### src/rtl/sram_pkg.sv
// Shared types and helpers for the parametrised flip-flop SRAM.
package sram_pkg;

   // Controller states: INIT zeroes the array word by word, IDLE serves user traffic.
   typedef enum logic {INIT, IDLE} state_t;

   // Widest word the byte-merge helper handles; callers zero-extend into it
   // and cast the result back down to their own data width.
   localparam int MERGE_W    = 256;
   localparam int MERGE_BE_W = MERGE_W / 8;

   // Byte-wise merge: bytes with be=1 come from new_word, the rest from old_word.
   function automatic logic [MERGE_W-1:0] merge(
      input logic [MERGE_W-1:0]    old_word,
      input logic [MERGE_W-1:0]    new_word,
      input logic [MERGE_BE_W-1:0] be
   );
      logic [MERGE_W-1:0] res;
      res = old_word;
      for (int i = 0; i < MERGE_BE_W; i++) begin
         if (be[i]) res[8*i +: 8] = new_word[8*i +: 8];
      end
      return res;
   endfunction

endpackage

### src/rtl/sram_init_ctrl.sv
// Clear sequencer: walks a pointer over every word after reset or on
// request, and flags the array as busy until the last word is zeroed.
module sram_init_ctrl
   import sram_pkg::*;
#(
   parameter int DEPTH = 8,
   parameter int AW    = $clog2(DEPTH)
) (
   input  logic          clk,
   input  logic          resetn,
   input  logic          init_req,
   output logic          busy,
   output logic          clr_en,
   output logic [AW-1:0] clr_addr
);

   localparam logic [AW-1:0] LAST = AW'(DEPTH - 1);

   state_t        state;
   state_t        state_nxt;
   logic [AW-1:0] ptr;
   logic [AW-1:0] ptr_nxt;

   // State and clear-pointer registers; reset restarts the clear from word 0
   always_ff @(posedge clk or negedge resetn) begin
      if (!resetn) begin
         state <= INIT;
         ptr   <= '0;
      end else begin
         state <= state_nxt;
         ptr   <= ptr_nxt;
      end
   end

   // Next state: INIT advances one word per edge, IDLE waits for a re-clear request
   always_comb begin
      state_nxt = state;
      ptr_nxt   = ptr;
      case (state)
         INIT: begin
            if (ptr == LAST) begin
               state_nxt = IDLE;
               ptr_nxt   = '0;
            end else begin
               ptr_nxt = ptr + 1'b1;
            end
         end
         IDLE: begin
            if (init_req) begin
               state_nxt = INIT;
               ptr_nxt   = '0;
            end
         end
      endcase
   end

   // Outputs decode only the registered state, so nothing here depends on inputs
   always_comb begin
      busy     = (state == INIT);
      clr_en   = (state == INIT);
      clr_addr = ptr;
   end

endmodule

### src/rtl/sram_dff_dp.sv
// One-write / one-read flip-flop SRAM with byte enables, a registered read
// port with valid strobe, write-first bypass and a hardware clear sequencer.
module sram_dff_dp
   import sram_pkg::*;
#(
   parameter int DW    = 32,
   parameter int DEPTH = 8,
   parameter int AW    = $clog2(DEPTH)
) (
   input  logic            clk,
   input  logic            resetn,
   input  logic            we,
   input  logic [AW-1:0]   waddr,
   input  logic [DW-1:0]   wd,
   input  logic [DW/8-1:0] wbe,
   input  logic            re,
   input  logic [AW-1:0]   raddr,
   output logic [DW-1:0]   rd,
   output logic            rvalid,
   input  logic            init_req,
   output logic            busy
);

   // Depth widened by one bit so non-power-of-two range checks cannot wrap.
   localparam logic [AW:0] DEPTH_W = (AW + 1)'(DEPTH);

   // Storage has no reset; the clear sequencer zeroes it instead.
   logic [DW-1:0] mem [DEPTH];

   logic          clr_en;
   logic [AW-1:0] clr_addr;
   logic          accept;
   logic          wr_en;
   logic          wr_hit;
   logic          rd_in_range;
   logic [DW-1:0] wr_word;

   sram_init_ctrl #(
      .DEPTH (DEPTH),
      .AW    (AW)
   ) u_init_ctrl (
      .clk      (clk),
      .resetn   (resetn),
      .init_req (init_req),
      .busy     (busy),
      .clr_en   (clr_en),
      .clr_addr (clr_addr)
   );

   // User traffic is only honoured in IDLE and never on the edge that starts a re-clear.
   assign accept      = ~busy & ~init_req;
   assign wr_en       = accept & we & ({1'b0, waddr} < DEPTH_W);
   assign rd_in_range = ({1'b0, raddr} < DEPTH_W);
   assign wr_hit      = wr_en & (waddr == raddr);
   assign wr_word     = DW'(merge(MERGE_W'(mem[waddr]), MERGE_W'(wd), MERGE_BE_W'(wbe)));

   // Array update: the clear sequencer wins over any user write
   always_ff @(posedge clk) begin
      if (clr_en) begin
         mem[clr_addr] <= '0;
      end else if (wr_en) begin
         mem[waddr] <= wr_word;
      end
   end

   // Read register: write-first bypass on address match, zero for out-of-range reads
   always_ff @(posedge clk or negedge resetn) begin
      if (!resetn) begin
         rd     <= '0;
         rvalid <= 1'b0;
      end else if (accept && re) begin
         rvalid <= 1'b1;
         if (!rd_in_range) begin
            rd <= '0;
         end else if (wr_hit) begin
            rd <= wr_word;
         end else begin
            rd <= mem[raddr];
         end
      end else begin
         rvalid <= 1'b0;
      end
   end

endmodule

### config.mk
export PLATFORM = sky130hd
export DESIGN_NAME = sram_dff_dp
export DESIGN_NICKNAME = d
export VERILOG_FILES = /design/src/rtl/sram_pkg.sv /design/src/rtl/sram_init_ctrl.sv /design/src/rtl/sram_dff_dp.sv
export SDC_FILE = /design/constraint.sdc
export NUM_CORES = 1
export LEC_CHECK = 0
export ABC_CLOCK_PERIOD_IN_PS = 4300
export CAP_MARGIN = 0
export CORE_MARGIN = 1.5
export CORE_UTILIZATION = 62
export CTS_BUF_LIST = sky130_fd_sc_hd__clkbuf_4 sky130_fd_sc_hd__clkbuf_8
export CTS_CLUSTER_DIAMETER = 200
export CTS_CLUSTER_SIZE = 24
export DETAILED_ROUTE_END_ITERATION = 12
export HOLD_SLACK_MARGIN = 0.15
export PLACE_DENSITY = 0.9
export SKIP_LAST_GASP = 1
export SYNTH_ARGS = -nofsm -noshare
export SYNTH_HDL_FRONTEND = slang
export SYNTH_SLANG_ARGS = --single-unit
### constraint.sdc
create_clock -name clk -period 4.3 [get_ports clk]
set_input_delay 0.86 -clock clk [delete_from_list [all_inputs] [get_ports clk]]
set_output_delay 0.86 -clock clk [all_outputs]
set_load 0.02 [all_outputs]
# After elaboration in Yosys (flattened, before gate mapping)
# Memories as Yosys holds them, arrays and structs flattened. A register that Yosys moved wholly into a read port is not among the register bits.
# Cells that the tools add are included.
# totals
regBits,5
mem_bits_rw,256
in_bits,47
output_inout_bits,34
word_cells,32
n_memories,1
# memory_table
name,depth,word_bits,rd,rd_ports_with_merged_regs,write_ports,line_no,source
mem,8,32,2,1,1,sram_dff_dp.sv:28,logic [DW-1:0] mem [DEPTH];
# op_classes
addsub,1
eq_ne,2
mux,18
bitwise_logic,4
n_reduce_logical,3
# ops
cell,n
two-way mux 32 bit,1
two-way mux 8 bit,4
OR reduction 32 bit,1
two-way mux 3 bit,3
two-way mux 1 bit,8
case mux 3 bit (2 select lines),1
adder 3 x 1 -> 3 bit (second input constant),1
equality test 3 bit (second input constant),1
AND 1 bit,2
inequality test 2 bit (second input constant),1
inverter 1 bit,2
case mux 1 bit (2 select lines),1
logical AND 1 bit,1
zero test 1 bit,1

# Depth between registers and ports, before layout
# depth
depth_word,8
ltp_mapped,8
ltp_nobuf,6

# By module
# A second synthesis with hierarchy kept.
# unflattened
cells_unflattened,905
hier_area_um2,13982.2
# modules_own_cells
module,instances,cells_each,area_per_inst_um2
sram_dff_dp,1,891,13792.0
sram_init_ctrl,1,14,190.2

# Worst setup path after synthesis
# Ideal clock, no wire load.
# synth_timing
path_kind,input port to flip-flop
startpoint,in init_req
endpoint,"mem mem[0][0], enable pin"
setup_time_ps,421
arrival_ps,3187
required_ps,3879
setup_slack_ps,692
stages,6
path_buffers,2
cell_sequence,nand3b_1 -> buf_4 -> clkbuf_1 -> mux2i_1 -> nand2_1 -> nor2_1
# synth_between
elab_chain_cells,8
elab_cells_between_ends,9
# synth_lines
item,line_no,source
"start, declared",sram_dff_dp.sv:20,"input logic init_req,"
inverter 1 bit *,sram_dff_dp.sv:51,assign accept = ~busy & ~init_req;
AND 1 bit *,sram_dff_dp.sv:51,
AND 1 bit *,sram_dff_dp.sv:52,"assign wr_en = accept & we & ({1'b0, waddr} < DEPTH_W);"
two-way mux 1 bit *,sram_dff_dp.sv:61,end else if (wr_en) begin
two-way mux 1 bit *,sram_dff_dp.sv:59,if (clr_en) begin
two-way mux 1 bit (not written as such) *,sram_dff_dp.sv:62,mem[waddr] <= wr_word;
OR reduction 32 bit (no line),-,
two-way mux 3 bit (no line) / two-way mux 1 bit (equally long branches),-,
"end, declared",sram_dff_dp.sv:28,
# Mark *: on every way between the ends. The rest lies on a longest branch, timed or not.

==> results_dict.tcl <==
set metrics [dict create \
    outcome "finished clean" \
    timing.setup.tns_ns 0 \
    first_pass_iters 5 \
    cts_setup_buffers 0 \
    num_rows 54 \
    die_w_um 153.5 \
    layout_setup_ws_ns 1.287 \
    start_util_pct 63.78 \
    regArea_um2 8613 \
    io_buffers 80 \
    stdcell_area_um2 15540 \
    slew-limit-headroom_pct 36.04 \
    dpl-instance-area_um2 15210 \
    fin_skew_ns 0.03570 \
    synthXorXnorAreaFrac_pct 0.1247 \
    hold_class "in -> async" \
    drtAntennaViolNets 0 \
    clock_latency_ns 0.55 \
    mostFrequentLayoutCells "edfxtp_1 (256), mux2i_1 (161), nor2_1 (97)" \
    grtUsageTotal_pct 30.18 \
    start_kind "input pin" \
    clock-root-buffer "clkbuf_8" \
    setup_violations 0 \
    fin_nets 1038 \
    cts_max_level 1 \
    routabilityCongestion 0.8512 \
    drive_above_1_share_pct 14.91 \
    stdcell_count 1279 \
    maxCapViolations 0 \
    synthAdderAreaFrac_pct 0.1781 \
    nFillCells 1348 \
    maxSlewViolCount 0 \
    pin_count 81 \
    area_growth_pct 10.62 \
    cp.arrival_ns 3.51 \
    core_area_um2 22030 \
    yosysWarningCount 0 \
    route.vias.total 9051 \
    muxShareOfSynthArea_pct 21.83 \
    holdBufCountCts 0 \
    syn_area_um2 14050 \
    critPathRequiredTime_ns 4.79 \
    fin_crit_ns 3.013 \
    grt_max_degree 61 \
    syn_nets 972 \
    synth_top_family_by_area "multiplexers" \
    cts.sinks 293 \
    fin_util_pct 70.55 \
    cts_tree "yes" \
    yosysUniqueCellTypes 38 \
    clock.fmax_ghz 0.3319 \
    path_class "in -> reg" \
    avgSynthCellArea_um2 15.22 \
    layout_commonest_cell "edfxtp_1" \
    multiInputGateArea_um2 5076 \
    routed_wl_um 35160 \
    die-area_um2 23570 \
    placedCellCount 1251 \
    ys_seq_elements 293 \
    ir_drop_v 0.0004617 \
    cts_buffer_depth 3 \
    period_share_pct 70.07 \
    grt_antenna_before_repair 0 \
    power.density_nw_per_um2 555.1 \
    hpwlAfterDp_um 20740 \
    grt_pass1_wl_um 53480 \
    diodes 0 \
    clk_transition_reported_paths_ns 0.14 \
    netlist_instances 923 \
    end_kind "flip-flop" \
    ctsResizeCount 0 \
    cellLeakagePower_nw 5.640 \
    gr-total-overflow 0 \
    rsz0062_at_grt "false" \
    die_y_um 153.5 \
    synthSimpleGateAreaFrac_pct 9.173 \
    dp_slack_ns 0.8041 \
    ys_seq_area_share_pct 61.31 \
    drt_iter0_markers 1003 \
    synth_compound_area_share_pct 4.382 \
    hold_slack_ns 0.4168 \
    tightest_slew_ns 0.9593 \
    grt_pass1_vias 9405 \
    drc 0 \
    crit_fanout 14 \
    via_per_inst 7.077 \
    cts_made_buffers 16 \
    finalPower_mw 8.626 \
    final_hold_viol_count 0 \
    routedWlPerCell_um 27.49 \
]
[cell usage after synthesis]
cell	number	area (µm²)
xnor2_1	2	17.52
o211a_2	1	10.01
a221o_1	32	320.3
nor2b_1	32	200.2
ha_1	2	25.02
nor2_1	105	394.1
and3b_1	1	8.760
or2_2	2	12.51
and2_1	32	200.2
or2_1	1	6.260
a21o_1	1	7.510
a22o_1	2	17.52
nand2_1	8	30.03
inv_2	1	3.750
mux2i_1	161	1612
buf_2	22	110.1
clkbuf_1	21	78.83
edfxtp_1	256	7687
o31ai_1	1	7.510
nor3_1	32	160.2
mux4_2	64	1441
nand3b_1	1	7.510
buf_1	3	11.26
o22ai_1	32	200.2
a21oi_1	3	15.01
a211oi_2	1	12.51
mux2i_2	1	13.76
o22a_1	1	8.760
inv_1	2	7.510
and4b_1	1	10.01
nor4_1	32	200.2
nand2b_1	6	37.54
buf_4	7	52.55
dfrtp_1	37	925.9
nor4_4	1	21.27
buf_6	14	157.7
o21ai_2	1	8.760
a22oi_1	1	7.510
[path summary, 6_finish.rpt]
check / end / from / cells past startpoint / slack [ns]
min: rvalid / resetn / 2 / 0.42
max in group asynchronous: rd[9] / resetn / 2 / 3.43
max: rd[20] / waddr[1] / 7 / 1.29
min in group clk: u_init_ctrl.clr_addr[0] / u_init_ctrl.state / 1 / 0.59
max reg2reg: mem[0][12] / u_init_ctrl.state / 5 / 1.75
min reg2reg: u_init_ctrl.clr_addr[0] / u_init_ctrl.state / 1 / 0.59
[cell type report]
type / instances / area share, %
Timing Repair Buffer: 115 / 7.464
Clock inverter: 1 / 0.1288
Sequential cell: 293 / 55.43
Tap cell: 280 / 2.254
Multi-Input combinational cell: 560 / 32.67
Clock buffer: 27 / 1.989
Inverter: 3 / 0.07246
[flip-flops by register name, summed over array words and instances, names as in the netlist]
name / flops
rvalid: 1
mem: 256
u_init_ctrl.clr_addr: 3
rd: 32
u_init_ctrl.state: 1
[where the power goes]
| group | internal (mW) | leakage (nW) | total, mW | switching [mW] |
|---|---|---|---|---|
| logic | 1.16 | 2.56 | 2.77 | 1.61 |
| clock network | 0.473 | 0.178 | 1.32 | 0.844 |
| registers | 4.11 | 2.90 | 4.54 | 0.430 |
[cells by family (layout without fill, tap and decap cells)]
| kind of cell | after synthesis | after routing |
|---|---|---|
| AOI/OAI and AO/OA | 76 | 76 |
| xor gates and xnor gates | 2 | 2 |
| adders and majority gates | 2 | 2 |
| buffers and inverters | 70 | 146 |
| DFF | 293 | 293 |
| muxes | 226 | 226 |
| and+or+nand+nor | 254 | 254 |
[layer usage]
layer	global-route usage, %	wire length (µm)
met1	39.25	12600
met5	0	0
met3	5.440	3769
met4	13.92	1450
met2	50.08	17340
[critical path, cell delays in order]
cell             delay, ns
clkdlybuf4s50_1       0.59
or2_1                 0.44
buf_4                 0.28
nor2_1                0.16
nor4_1                0.08
nor3_1                0.77
a221o_1               0.30
(Power assumes the default switching activity.)
